## src/rtl/parity_arbiter_ctrl.sv

```systemverilog
// parity_arbiter_ctrl: round-robin owner of one shared parity generator.
// Two byte-stream requesters, one burst at a time, parity+count response.
module parity_arbiter_ctrl #(
  parameter int CNT_W = 8
) (
  input  logic             clk,
  input  logic             rst,
  input  logic             odd_mode,
  input  logic             req0_valid,
  input  logic [7:0]       req0_data,
  input  logic             req0_last,
  output logic             req0_ready,
  input  logic             req1_valid,
  input  logic [7:0]       req1_data,
  input  logic             req1_last,
  output logic             req1_ready,
  output logic [7:0]       par_data,
  input  logic             par_bit,
  output logic             resp_valid,
  output logic             resp_id,
  output logic             resp_parity,
  output logic [CNT_W-1:0] resp_count,
  input  logic             resp_ready
);

  typedef enum logic [1:0] {
    IDLE,
    BUSY,
    RESP
  } state_t;

  localparam logic [CNT_W-1:0] CNT_MAX = '1;

  state_t           state;
  logic             grant;
  logic             prio;
  logic             acc;
  logic             odd_q;
  logic [CNT_W-1:0] cnt;

  logic             busy;
  logic             any_req;
  logic             win;
  logic             sel_valid;
  logic             sel_last;
  logic [7:0]       sel_data;
  logic             hs;
  logic             acc_nxt;
  logic [CNT_W-1:0] cnt_nxt;

  assign busy    = (state == BUSY);
  assign any_req = req0_valid | req1_valid;

  // priority holder wins when valid, otherwise the other one
  assign win = prio ? req1_valid : ~req0_valid;

  assign req0_ready = busy & ~grant;
  assign req1_ready = busy & grant;

  assign sel_valid = grant ? req1_valid : req0_valid;
  assign sel_last  = grant ? req1_last : req0_last;
  assign sel_data  = grant ? req1_data : req0_data;

  assign par_data = busy ? sel_data : 8'h00;

  assign hs      = busy & sel_valid;
  assign acc_nxt = acc ^ par_bit;
  assign cnt_nxt = (cnt == CNT_MAX) ? cnt : cnt + 1'b1;

  always_ff @(posedge clk or posedge rst) begin
    if (rst) begin
      state       <= IDLE;
      grant       <= 1'b0;
      prio        <= 1'b0;
      acc         <= 1'b0;
      odd_q       <= 1'b0;
      cnt         <= '0;
      resp_valid  <= 1'b0;
      resp_id     <= 1'b0;
      resp_parity <= 1'b0;
      resp_count  <= '0;
    end else begin
      unique case (state)
        IDLE: begin
          if (any_req) begin
            grant <= win;
            acc   <= 1'b0;
            cnt   <= '0;
            odd_q <= odd_mode;
            state <= BUSY;
          end
        end
        BUSY: begin
          if (hs) begin
            acc <= acc_nxt;
            cnt <= cnt_nxt;
            if (sel_last) begin
              state       <= RESP;
              resp_valid  <= 1'b1;
              resp_id     <= grant;
              resp_parity <= acc_nxt ^ odd_q;
              resp_count  <= cnt_nxt;
            end
          end
        end
        RESP: begin
          if (resp_ready) begin
            state       <= IDLE;
            prio        <= ~grant;
            resp_valid  <= 1'b0;
            resp_id     <= 1'b0;
            resp_parity <= 1'b0;
            resp_count  <= '0;
          end
        end
        default: state <= IDLE;
      endcase
    end
  end

endmodule

```

## config.mk

```make
export PLATFORM = sky130hd
export DESIGN_NAME = parity_arbiter_ctrl
export DESIGN_NICKNAME = d
export VERILOG_FILES = /design/src/rtl/parity_arbiter_ctrl.sv
export SDC_FILE = /design/constraint.sdc
export NUM_CORES = 1
export LEC_CHECK = 0
export BUFFER_PORTS_ARGS = -buffer_cell sky130_fd_sc_hd__buf_2
export CAP_MARGIN = 5
export CORE_ASPECT_RATIO = 1.5
export CORE_MARGIN = 8
export CORE_UTILIZATION = 35
export CTS_CLUSTER_SIZE = 25
export DETAILED_ROUTE_END_ITERATION = 6
export MAX_ROUTING_LAYER = met4
export SYNTH_ARGS = -nofsm -noshare
export SYNTH_HDL_FRONTEND = slang
export SYNTH_SLANG_ARGS = --single-unit
export TNS_END_PERCENT = 10
```

## constraint.sdc

```tcl
create_clock -name clk -period 1.4 [get_ports clk]
set_input_delay 0.07 -clock clk [delete_from_list [all_inputs] [get_ports clk]]
set_output_delay 0.07 -clock clk [all_outputs]
set_load 0.01 [all_outputs]
```

=== Word level (Yosys, flattened, before mapping) ===
Index checks and enable logic that the tools add are counted.

* Register bits: 25
* Input bits: 25
* Output and inout bits: 21
* Word-level logic and storage cells: 65

* Add/subtract/negate cells: 1
* Equal/unequal tests: 7
* Muxes and demuxes: 31
* Bitwise operators: 8
* Reduce and logical (&&, ||, !) cells: 8

{| class="wikitable"
|+ Operators with widths
! operator !! count
|-
| 8-bit two-way mux || 8
|-
| 8-bit one-hot mux with 2 select lines || 2
|-
| 1-bit two-way mux || 12
|-
| 8-bit by 1-bit adder with 8-bit output (second input constant) || 1
|-
| 8-bit == test (second input constant) || 1
|-
| 2-bit two-way mux || 4
|-
| 1-bit one-hot mux with 2 select lines || 4
|-
| 4-bit AND reduction || 2
|-
| 2-bit one-hot mux with 3 select lines || 1
|-
| 2-bit by 1-bit != test with 1-bit output (second input constant) || 2
|-
| 2-bit != test (second input constant) || 2
|-
| 2-bit AND reduction || 2
|-
| 2-bit nonzero test || 2
|-
| 1-bit AND || 3
|-
| 3-bit AND reduction || 1
|-
| 2-bit by 1-bit == test with 1-bit output (second input constant) || 1
|-
| 2-bit == test (second input constant) || 1
|-
| 2-bit zero test || 1
|-
| 1-bit NOT || 2
|-
| 1-bit bitwise XOR || 2
|-
| 1-bit OR || 1
|}

=== Longest topological paths before layout ===
Gate-level depths: netlist of the first run.

* Depth in word-level cells: 5
* Mapped depth: 6
* Gate-level depth less buffers: 5

=== Least setup slack after synthesis of the first run ===
Ideal clock, no wire load.

* Kind: register to register
* Start: reg state[0]
* End: reg resp_count[0]
* Library setup time: 121 ps
* Data arrival time: 1385 ps
* Data required time: 1279 ps
* Path slack: -106 ps
* Cell stages (with the launch flop): 6
* Path buffers: 2
* Period minus slack after synthesis: 1506 ps
* Path through: dfrtp_1 > buf_4 > or3_4 > and2_4 > buf_6 > a22o_1

* Longest elaborated chain between the ends: 4
* Elaborated cells between the ends (all ways): 9
* Those cells by class: eq/ne: 5; mux: 1; bitwise: 1; reduce/logical: 2

{| class="wikitable"
|+ Ends and longest elaborated chain
! element !! RTL line !! text
|-
| start, declared || 34 || <nowiki>state_t state;</nowiki>
|-
| start signal, assigned || 72 || <nowiki>state <= IDLE;</nowiki>
|-
| start signal, assigned || 90 || <nowiki>state <= BUSY;</nowiki>
|-
| start signal, assigned || 98 || <nowiki>state <= RESP;</nowiki>
|-
| 2-bit by 1-bit == test with 1-bit output || 51, 83 ||
|-
| 1-bit AND || 66 || <nowiki>assign hs = busy & sel_valid;</nowiki>
|-
| 2-bit by 1-bit != test with 1-bit output (no source line) || -- ||
|-
| 4-bit AND reduction (no source line) || -- ||
|-
| end signal, assigned || 102 || <nowiki>resp_count <= cnt_nxt;</nowiki>
|-
| end, declared || 22 || <nowiki>output logic [CNT_W-1:0] resp_count,</nowiki>
|}

Parallel ways exist; a longest one is shown, timed or not.
A chain may end at the register's enable or synchronous reset.

=== Final worst setup path of the first run ===
* Start: reg grant
* End: reg cnt[1]

* Longest elaborated chain between the ends: 4

{| class="wikitable"
|+ Ends and longest elaborated chain
! element !! RTL line !! text
|-
| start, declared || 35 || <nowiki>logic grant;</nowiki>
|-
| start signal, assigned || 86 || <nowiki>grant <= win;</nowiki>
|-
| 1-bit two-way mux || 60 || <nowiki>assign sel_valid = grant ? req1_valid : req0_valid;</nowiki>
|-
| 1-bit AND || 66 ||
|-
| 2-bit by 1-bit != test with 1-bit output (no source line) || -- ||
|-
| 3-bit AND reduction (no source line) || -- ||
|-
| end signal, assigned || 96 || <nowiki>cnt <= cnt_nxt;</nowiki>
|-
| end, declared || 39 || <nowiki>logic [CNT_W-1:0] cnt;</nowiki>
|}

Every way passes these cells.

==> impl_metrics.ini, run 1 <==
[clock_network]
cts_buffers = 3
htree_levels = 1
cts_root_buf = clkbuf_8
cts.sink_count = 25
path_clk_slew_ns = 0.10
clk_latency_ns = 0.28
cts_setup_buffers = 0
cts_max_path_buffers = 2
cts_tree = done

[drt]
ant_nets = 0
route.detailed.drc = 0
initialDrtViolationCount = 66
dr.pass1.iters = 4
wirelength_um = 4300
viasPerCell = 5.44
avgRoutedWirePerCell_um = 16.5
vias = 1419

[yosys]
synthArstFlopShare_pct = 100
synth_edf_count = 0
synth.most_common_cell = dfrtp_1
netlist.area_leader.share_pct = 43.8
ys_ff_latch = 25
netlist_top_cells_count = 25 x dfrtp_1, 15 x nor2_1, 12 x mux2i_1
synthesis.nets = 174
syn-cell-area_mm2 = 0.00143
synth_cell_types = 41
synth_cells = 148
synth_area_leaders = dfrtp_1 44%, mux2i_1 8.4%, nor2_1 3.9%
synth.avg_cell_area_um2 = 9.65
yosysWarnings = 0
ys.flop_type = dfrtp_1
yosysTopAreaCell = dfrtp_1
yosysSeqAreaShare_pct = 43.8

[timing]
fin_skew_ns = 0.0122
layout_setup_ws_ns = -0.0389
rsz0062_at_grt = yes
fmax_ghz = 0.695
hold_slack_ns = 0.0142
slew_viol_final = 0
fin_crit_sh_pct = 103
tns_ns = -0.150
slew_headroom_pct = 75.8
layout_min_cycle_time_ns = 1.44
finalSetupViolations = 9
hold_viol_final = 0
worst_pin_slew_ns = 0.362

[worst_setup_path]
path_class = register to register
cpPeakStageDelay_ns = 0.49
cp_data_required_time_ns = 1.58
crit_chain = a21boi_0 > o221a_4 > o21ai_1 > a32o_1
critPathLaunchType = register
crit_path_end_kind = register
arrival_ns = 1.62
cp_slowest_cell = dfrtp_2
cp_max_fo = 7

[cells_and_area]
drive_gt1_share_pct = 44.4
regArea_um2 = 628
num-fill-cells = 390
area_delta_synth_final_pct = 39.6
stdcell_count = 261
nNetsFinal = 243
fin_util_pct = 50.8
antenna-diode-count = 0
multi_input_area_um2 = 800
design_area_mm2 = 0.00199

[floorplan]
fp.dieH_um = 94.2
core_mm2 = 0.00392
ios = 46
num_rows = 28
start_util_pct = 36.4
die_w_um = 68.1
die-area_mm2 = 0.00642

[status]
violations = setup timing
outcome = finished, violations left

[grt]
antenna_found_initial = 0
grt_usage_pct = 14.5
grt_max_degree = 26
grt_pass1_vias = 1537
grt_pass1_wl_um = 7050
grt_overflow = 0

[place]
place_area_mm2 = 0.00185
dp_hpwl_um = 3420
place_ws_ns = -0.0684
dpl.cell_count = 255
port_buffers = 45
gp_congestion = 0.906

[power]
powerDensity_mw_per_mm2 = 1780
irDropWorstVdd_v = 0.000980
power.total_mw = 3.55
p_leak_nw = 0.995

[worst_hold_path]
hold_path_class = input pin to register

[flow_run]
cap_viol_max_count = 0
-- power breakdown --
part	switching [mW]	leakage (nW)	internal, mW
Combinational	0.957	0.649	0.994
Clock	0.249	0.0217	0.202
Sequential	0.207	0.324	0.936
-- worst max-delay path: cells and delay by family, from the launching register on --
| family | cells | cell delay [ns] |
|---|---|---|
| flip-flops | 1 | 0.49 |
| AO/OA/AOI/OAI | 4 | 0.85 |
-- final cells by class --
type,count,area share [%]
Inverter,4,0.753
Sequential cell,25,31.5
Multi-Input combinational cell,111,40.1
Timing Repair Buffer,72,22.3
Clock inverter,1,0.377
Tap cell,45,2.82
Clock buffer,3,2.07
-- cells by family after synthesis --
| kind of cell | after synthesis | share of synthesized area (%) |
|---|---|---|
| AO/OA/AOI/OAI | 46 | 21.6 |
| XOR/XNOR | 3 | 1.84 |
| adder cells (fa/ha/maj) | 1 | 0.876 |
| buffers and inverters | 12 | 4.99 |
| flip-flops | 25 | 43.8 |
| multiplexers | 13 | 9.20 |
| AND/OR/NAND/NOR | 48 | 17.6 |
-- state kept, by name, summed over array words and instances, names as in the netlist --
| signal | flops |
|---|---|
| acc | 1 |
| resp_valid | 1 |
| prio | 1 |
| grant | 1 |
| cnt | 8 |
| odd_q | 1 |
| resp_count | 8 |
| state | 2 |
| resp_parity | 1 |
| resp_id | 1 |
-- placed cells by master (no fill, tap or decap), types with 2 or more instances in the layout --
| cell | count |
|---|---|
| dfrtp_1 | 23 |
| inv_1 | 3 |
| nor3_1 | 4 |
| o2bb2ai_1 | 4 |
| dfrtp_2 | 2 |
| o21ai_0 | 5 |
| clkbuf_8 | 3 |
| a21o_1 | 2 |
| xnor2_1 | 3 |
| dlygate4sd3_1 | 2 |
| a31oi_1 | 5 |
| buf_2 | 45 |
| buf_4 | 24 |
| nand3_1 | 4 |
| a32o_1 | 2 |
| nor2_1 | 15 |
| o21ai_1 | 4 |
| a21oi_1 | 10 |
| a22o_1 | 5 |
| and3_1 | 2 |
| nand2_1 | 8 |
| mux2i_1 | 11 |
-- final timing paths --
path | from | endpoint | slack (ns) | depth (start not counted)
min in group asynchronous | rst | odd_q$_DFFE_PP0P_ | 0.38 | 4
worst max register to register | grant$_DFFE_PP0P_ | cnt[1]$_DFFE_PP0P_ | -0.04 | 4
max in group asynchronous | rst | state[0]$_DFFE_PP0P_ | 0.74 | 4
worst max-delay path | grant$_DFFE_PP0P_ | cnt[1]$_DFFE_PP0P_ | -0.04 | 4
worst min-delay path | odd_mode | odd_q$_DFFE_PP0P_ | 0.01 | 2
worst min register to register | resp_count[7]$_DFFE_PP0P_ | resp_count[7]$_DFFE_PP0P_ | 0.50 | 1
-- routing by layer --
metal / global-route usage [%] / up-vias / part of all wire, %
met5: - / - / 0
met2: 25.4 / 62 / 53
met4: 7.38 / 0 / 3.5
met1: 15.7 / 667 / 40
met3: 1.19 / 9 / 3.1
li1: - / 681 / -
-- timing repair --
action,4_1_cts,5_1_grt
setup endpoints to repair,25,24
gates resized for setup,8,15
endpoints found under the hold margin,26,0
cloned,0,0
pin swaps,0,5
hold buffers,2,0
No activity file was read; power rests on OpenSTA's default activity.
==> inputs of run 2 (changes only) <==
- clock period: 1.4 -> 1.31 ns (I/O delays scaled with it)
==> impl_metrics.ini, run 2 (synthesis gave the netlist of run 1 again) <==
[floorplan]
fp.dieH_um = 94.2
ios = 46
start_util_pct = 36.4
die_w_um = 68.1
core_mm2 = 0.00392
num_rows = 28
die-area_mm2 = 0.00642

[worst_setup_path]
path_class = register to register
r2r_setup_slack_ns = -0.07
cpPeakStageDelay_ns = 0.47
cp_max_fo = 6
crit_chain = nand3b_4 > a21o_4 > and2_4 > a22o_1
ff2ff_path_depth = 4
arrival_ns = 1.55
critPathLaunchType = register
reg2reg_to = resp_count[6]$_DFFE_PP0P_
cp_data_required_time_ns = 1.47
cp_slowest_cell = dfrtp_2
reg2reg_from = grant$_DFFE_PP0P_
crit_path_end_kind = register

[timing]
finalSetupViolations = 21
rsz0062_at_grt = yes
slew_headroom_pct = 78.0
tns_ns = -0.870
fin_skew_ns = 0.00906
layout_min_cycle_time_ns = 1.38
slew_viol_final = 0
fmax_ghz = 0.723
worst_pin_slew_ns = 0.329
fin_crit_sh_pct = 106
hold_viol_final = 0
layout_setup_ws_ns = -0.0735

[drt]
dr.pass1.iters = 4
ant_nets = 0
wirelength_um = 4520
viasPerCell = 5.46
vias = 1491
avgRoutedWirePerCell_um = 16.6
route.detailed.drc = 0
initialDrtViolationCount = 54

[place]
place_ws_ns = -0.135
port_buffers = 45
gp_congestion = 0.855
dp_hpwl_um = 3500
dpl.cell_count = 264

[cells_and_area]
area_delta_synth_final_pct = 47.6
antenna-diode-count = 0
drive_gt1_share_pct = 48.7
num-fill-cells = 371
largestRegisters = cnt (8), resp_count (8), state (2)
multi_input_area_um2 = 825
fin_util_pct = 53.7
regArea_um2 = 629
final_cell_mix = 44 x buf_2, 34 x buf_4, 22 x dfrtp_1
final_common_cell = buf_2
stdcell_count = 273
nNetsFinal = 255

[clock_network]
cts_root_buf = clkbuf_8
htree_levels = 1
path_clk_slew_ns = 0.10
cts_buffers = 3
cts_tree = done
cts.sink_count = 25
clk_latency_ns = 0.27
cts_max_path_buffers = 2

[power]
irDropWorstVdd_v = 0.00168
powerDensity_mw_per_mm2 = 1920
p_leak_nw = 1.05

[grt]
grt_overflow = 0
grt_max_degree = 26
grt_pass1_vias = 1674
grt_usage_pct = 15.1
grt_pass1_wl_um = 7390
antenna_found_initial = 0

[worst_hold_path]
worstHoldPathCells = 2
hold_path_class = input pin to register
holdPathEnd = odd_q$_DFFE_PP0P_
hp-start = odd_mode

[flow_run]
cap_viol_max_count = 0

[status]
outcome = finished, violations left
violations = setup timing
==> run 2: power by group <==
group          internal (mW)  switching [mW]
Combinational           1.25            1.10
Clock                  0.216           0.257
Sequential              1.00           0.222
Total                   2.46            1.58
==> run 2: how the worst max path moves through the flow <==
| stage | from | end | slack (ns) | depth (start not counted) |
|---|---|---|---|---|
| after floorplan | grant$_DFFE_PP0P_ | resp_count[0]$_DFFE_PP0P_ | -0.13 | 6 |
| after global placement | cnt[3]$_DFFE_PP0P_ | cnt[7]$_DFFE_PP0P_ | -0.10 | 4 |
| after detailed placement | state[0]$_DFFE_PP0P_ | cnt[1]$_DFFE_PP0P_ | -0.13 | 4 |
| after CTS | grant$_DFFE_PP0P_ | resp_count[3]$_DFFE_PP0P_ | -0.07 | 4 |
| after global routing | grant$_DFFE_PP0P_ | par_data[4] | -0.14 | 4 |
| final | grant$_DFFE_PP0P_ | resp_count[6]$_DFFE_PP0P_ | -0.07 | 4 |
==> run 2: critical path: cells and delay by family, from the launching register on <==
kind | cells | cell delay, ns
compound gates | 2 | 0.45
flops | 1 | 0.47
simple gates | 2 | 0.35
==> run 2: cell type report <==
class | instances | area share, %
clock inverter | 1 | 0.356
sequential | 25 | 29.9
timing repair buffer | 83 | 25.3
inverter | 4 | 0.713
multi-input combinational | 112 | 39.1
tap | 45 | 2.67
clock buffer | 3 | 1.96
==> run 2: stage by stage <==
stage | cell area (µm²) | hold slack, ns | power [mW]
finish | 2110 | 0.0142 | 4.04
global placement | 1920 | 0.131 | 3.22
CTS | 2080 | 0.0120 | 4.02
global route | 2110 | 0.0203 | 4.34
detailed placement | 1920 | 0.147 | 3.29
floorplan | 1440 | 0.0928 | 2.45
==> run 2: repair_timing <==
item / 4_1_cts / 5_1_grt
hold buffers: 2 / 0
gates resized for setup: 24 / 9
setup buffers: 2 / 0
setup endpoints to repair: 31 / 31
pin swaps: 7 / 6
gates cloned: 1 / 0
hold endpoints to repair: 26 / 0
==> run 2: metal layers <==
| layer | track usage (%) | part of all wire, % | up-vias |
|---|---|---|---|
| li1 | - | - | 701 |
| met1 | 15.9 | 40 | 723 |
| met2 | 26.0 | 54 | 56 |
| met3 | 1.67 | 2.0 | 11 |
| met4 | 8.75 | 3.3 | 0 |
| met5 | - | 0 | - |
==> inputs of run 3 (changes only) <==
- clock period: 1.31 -> 1.6 ns (I/O delays scaled with it)
==> impl_metrics.ini, run 3 (synthesis gave the netlist of run 1 again) <==
[status]
outcome = finished clean

[floorplan]
ios = 46
die-area_mm2 = 0.00642
die_w_um = 68.1
core_mm2 = 0.00392
fp.dieH_um = 94.2
start_util_pct = 36.4
num_rows = 28

[worst_setup_path]
r2r_setup_slack_ns = 0.07
arrival_ns = 1.70
reg2reg_from = state[0]$_DFFE_PP0P_
ff2ff_path_depth = 4
reg2reg_to = acc$_DFFE_PP0P_
critPathLaunchType = register
crit_chain = a21boi_0 > o221a_2 > o21ai_1 > a22o_1
crit_path_end_kind = register
cpPeakStageDelay_ns = 0.51
cp_slowest_cell = dfrtp_1
cp_max_fo = 11
path_class = register to register
cp_data_required_time_ns = 1.77

[clock_network]
clk_latency_ns = 0.27
cts_tree = done
cts.sink_count = 25
htree_levels = 1
path_clk_slew_ns = 0.09
cts_setup_buffers = 0
cts_root_buf = clkbuf_8
cts_max_path_buffers = 2
cts_buffers = 3

[worst_hold_path]
hold_path_class = input pin to register
hp-start = odd_mode
worstHoldPathCells = 2
holdPathEnd = odd_q$_DFFE_PP0P_

[place]
place_ws_ns = 0.0616
port_buffers = 45
dp_hpwl_um = 3060
gp_congestion = 0.837
dpl.cell_count = 238

[drt]
viasPerCell = 5.44
wirelength_um = 3870
route.detailed.drc = 0
ant_nets = 0
vias = 1327
initialDrtViolationCount = 71
avgRoutedWirePerCell_um = 15.8
dr.pass1.iters = 4

[cells_and_area]
nNetsFinal = 226
drive_gt1_share_pct = 35.7
antenna-diode-count = 0
stdcell_count = 244
area_delta_synth_final_pct = 25.4
final_cell_mix = 45 x buf_2, 24 x dfrtp_1, 15 x nor2_1
largestRegisters = cnt (8), resp_count (8), state (2)
final_common_cell = buf_2

[power]
p_leak_nw = 0.887
power.total_mw = 2.81
irDropWorstVdd_v = 0.000884
powerDensity_mw_per_mm2 = 1570

[timing]
fin_crit_sh_pct = 95.9
fmax_ghz = 0.652
layout_setup_ws_ns = 0.0656
worst_pin_slew_ns = 0.331
fin_skew_ns = 0.00861
finalSetupViolations = 0
tns_ns = 0
slew_headroom_pct = 77.7
rsz0062_at_grt = no
layout_min_cycle_time_ns = 1.53
hold_viol_final = 0
slew_viol_final = 0

[grt]
grt_max_degree = 26
grt_overflow = 0
antenna_found_initial = 0
grt_pass1_vias = 1429
grt_usage_pct = 13.3
grt_pass1_wl_um = 6480

[flow_run]
cap_viol_max_count = 0
==> run 3: cell count changes in the layout (fill, tap and decap cells not counted), sizes merged <==
cell	previous run	this run
and2	2	1
clkinvlp	1	0
clkinv	0	1
buf	81	53
==> run 3: layout make-up <==
cell class / instances / area [µm²]
clock buffers: 3 / 41.3
clock inverters: 1 / 5.00
fillers: 397 / 2130
inverters: 4 / 15.0
multi-input cells: 111 / 741
flip-flops and latches: 25 / 627
well taps: 45 / 56.3
repair buffers: 55 / 305
==> run 3: through the flow <==
step	cell area, µm²	utilization [%]	hold slack, ns
final	1790	45.6	0.0311
after global routing	1790	45.6	0.0268
after CTS	1780	45.3	0.0320
after detailed placement	1710	43.7	0.155
after global placement	1710	43.7	0.148
after floorplan	1430	-	0.107
==> run 3: timing repair <==
item                                    4_1_cts  5_1_grt
hold endpoints to repair                     26        0
resized for setup                             0        5
hold buffers                                  2        0
endpoints found under the setup margin        0       10
==> run 3: metal layers <==
layer	vias up	global-route usage (%)	wire length, µm
met1	620	14.9	1640
met4	0	7.55	87
met5	-	-	0
li1	643	-	-
met3	8	1.67	151
met2	56	21.7	1990
==> run 3: how the worst max path moves through the flow <==
stage	from	to	slack, ns
after floorplan	state[0]$_DFFE_PP0P_	resp_count[0]$_DFFE_PP0P_	0.09
after global placement	cnt[1]$_DFFE_PP0P_	resp_count[3]$_DFFE_PP0P_	0.06
after detailed placement	cnt[1]$_DFFE_PP0P_	cnt[0]$_DFFE_PP0P_	0.06
after CTS	grant$_DFFE_PP0P_	par_data[0]	0.02
after global routing	state[0]$_DFFE_PP0P_	acc$_DFFE_PP0P_	0.004
final	state[0]$_DFFE_PP0P_	acc$_DFFE_PP0P_	0.07
==> run 3: report_power, final <==
group / internal [mW] / switching (mW)
logic: 0.670 / 0.744
clock network: 0.174 / 0.208
registers: 0.816 / 0.192
total: 1.66 / 1.14
==> run 3: critical path: cells and delay by family, from the launching register on <==
| family | cells | cell delay, ns |
|---|---|---|
| flip-flops | 1 | 0.51 |
| AO/OA/AOI/OAI | 4 | 0.93 |
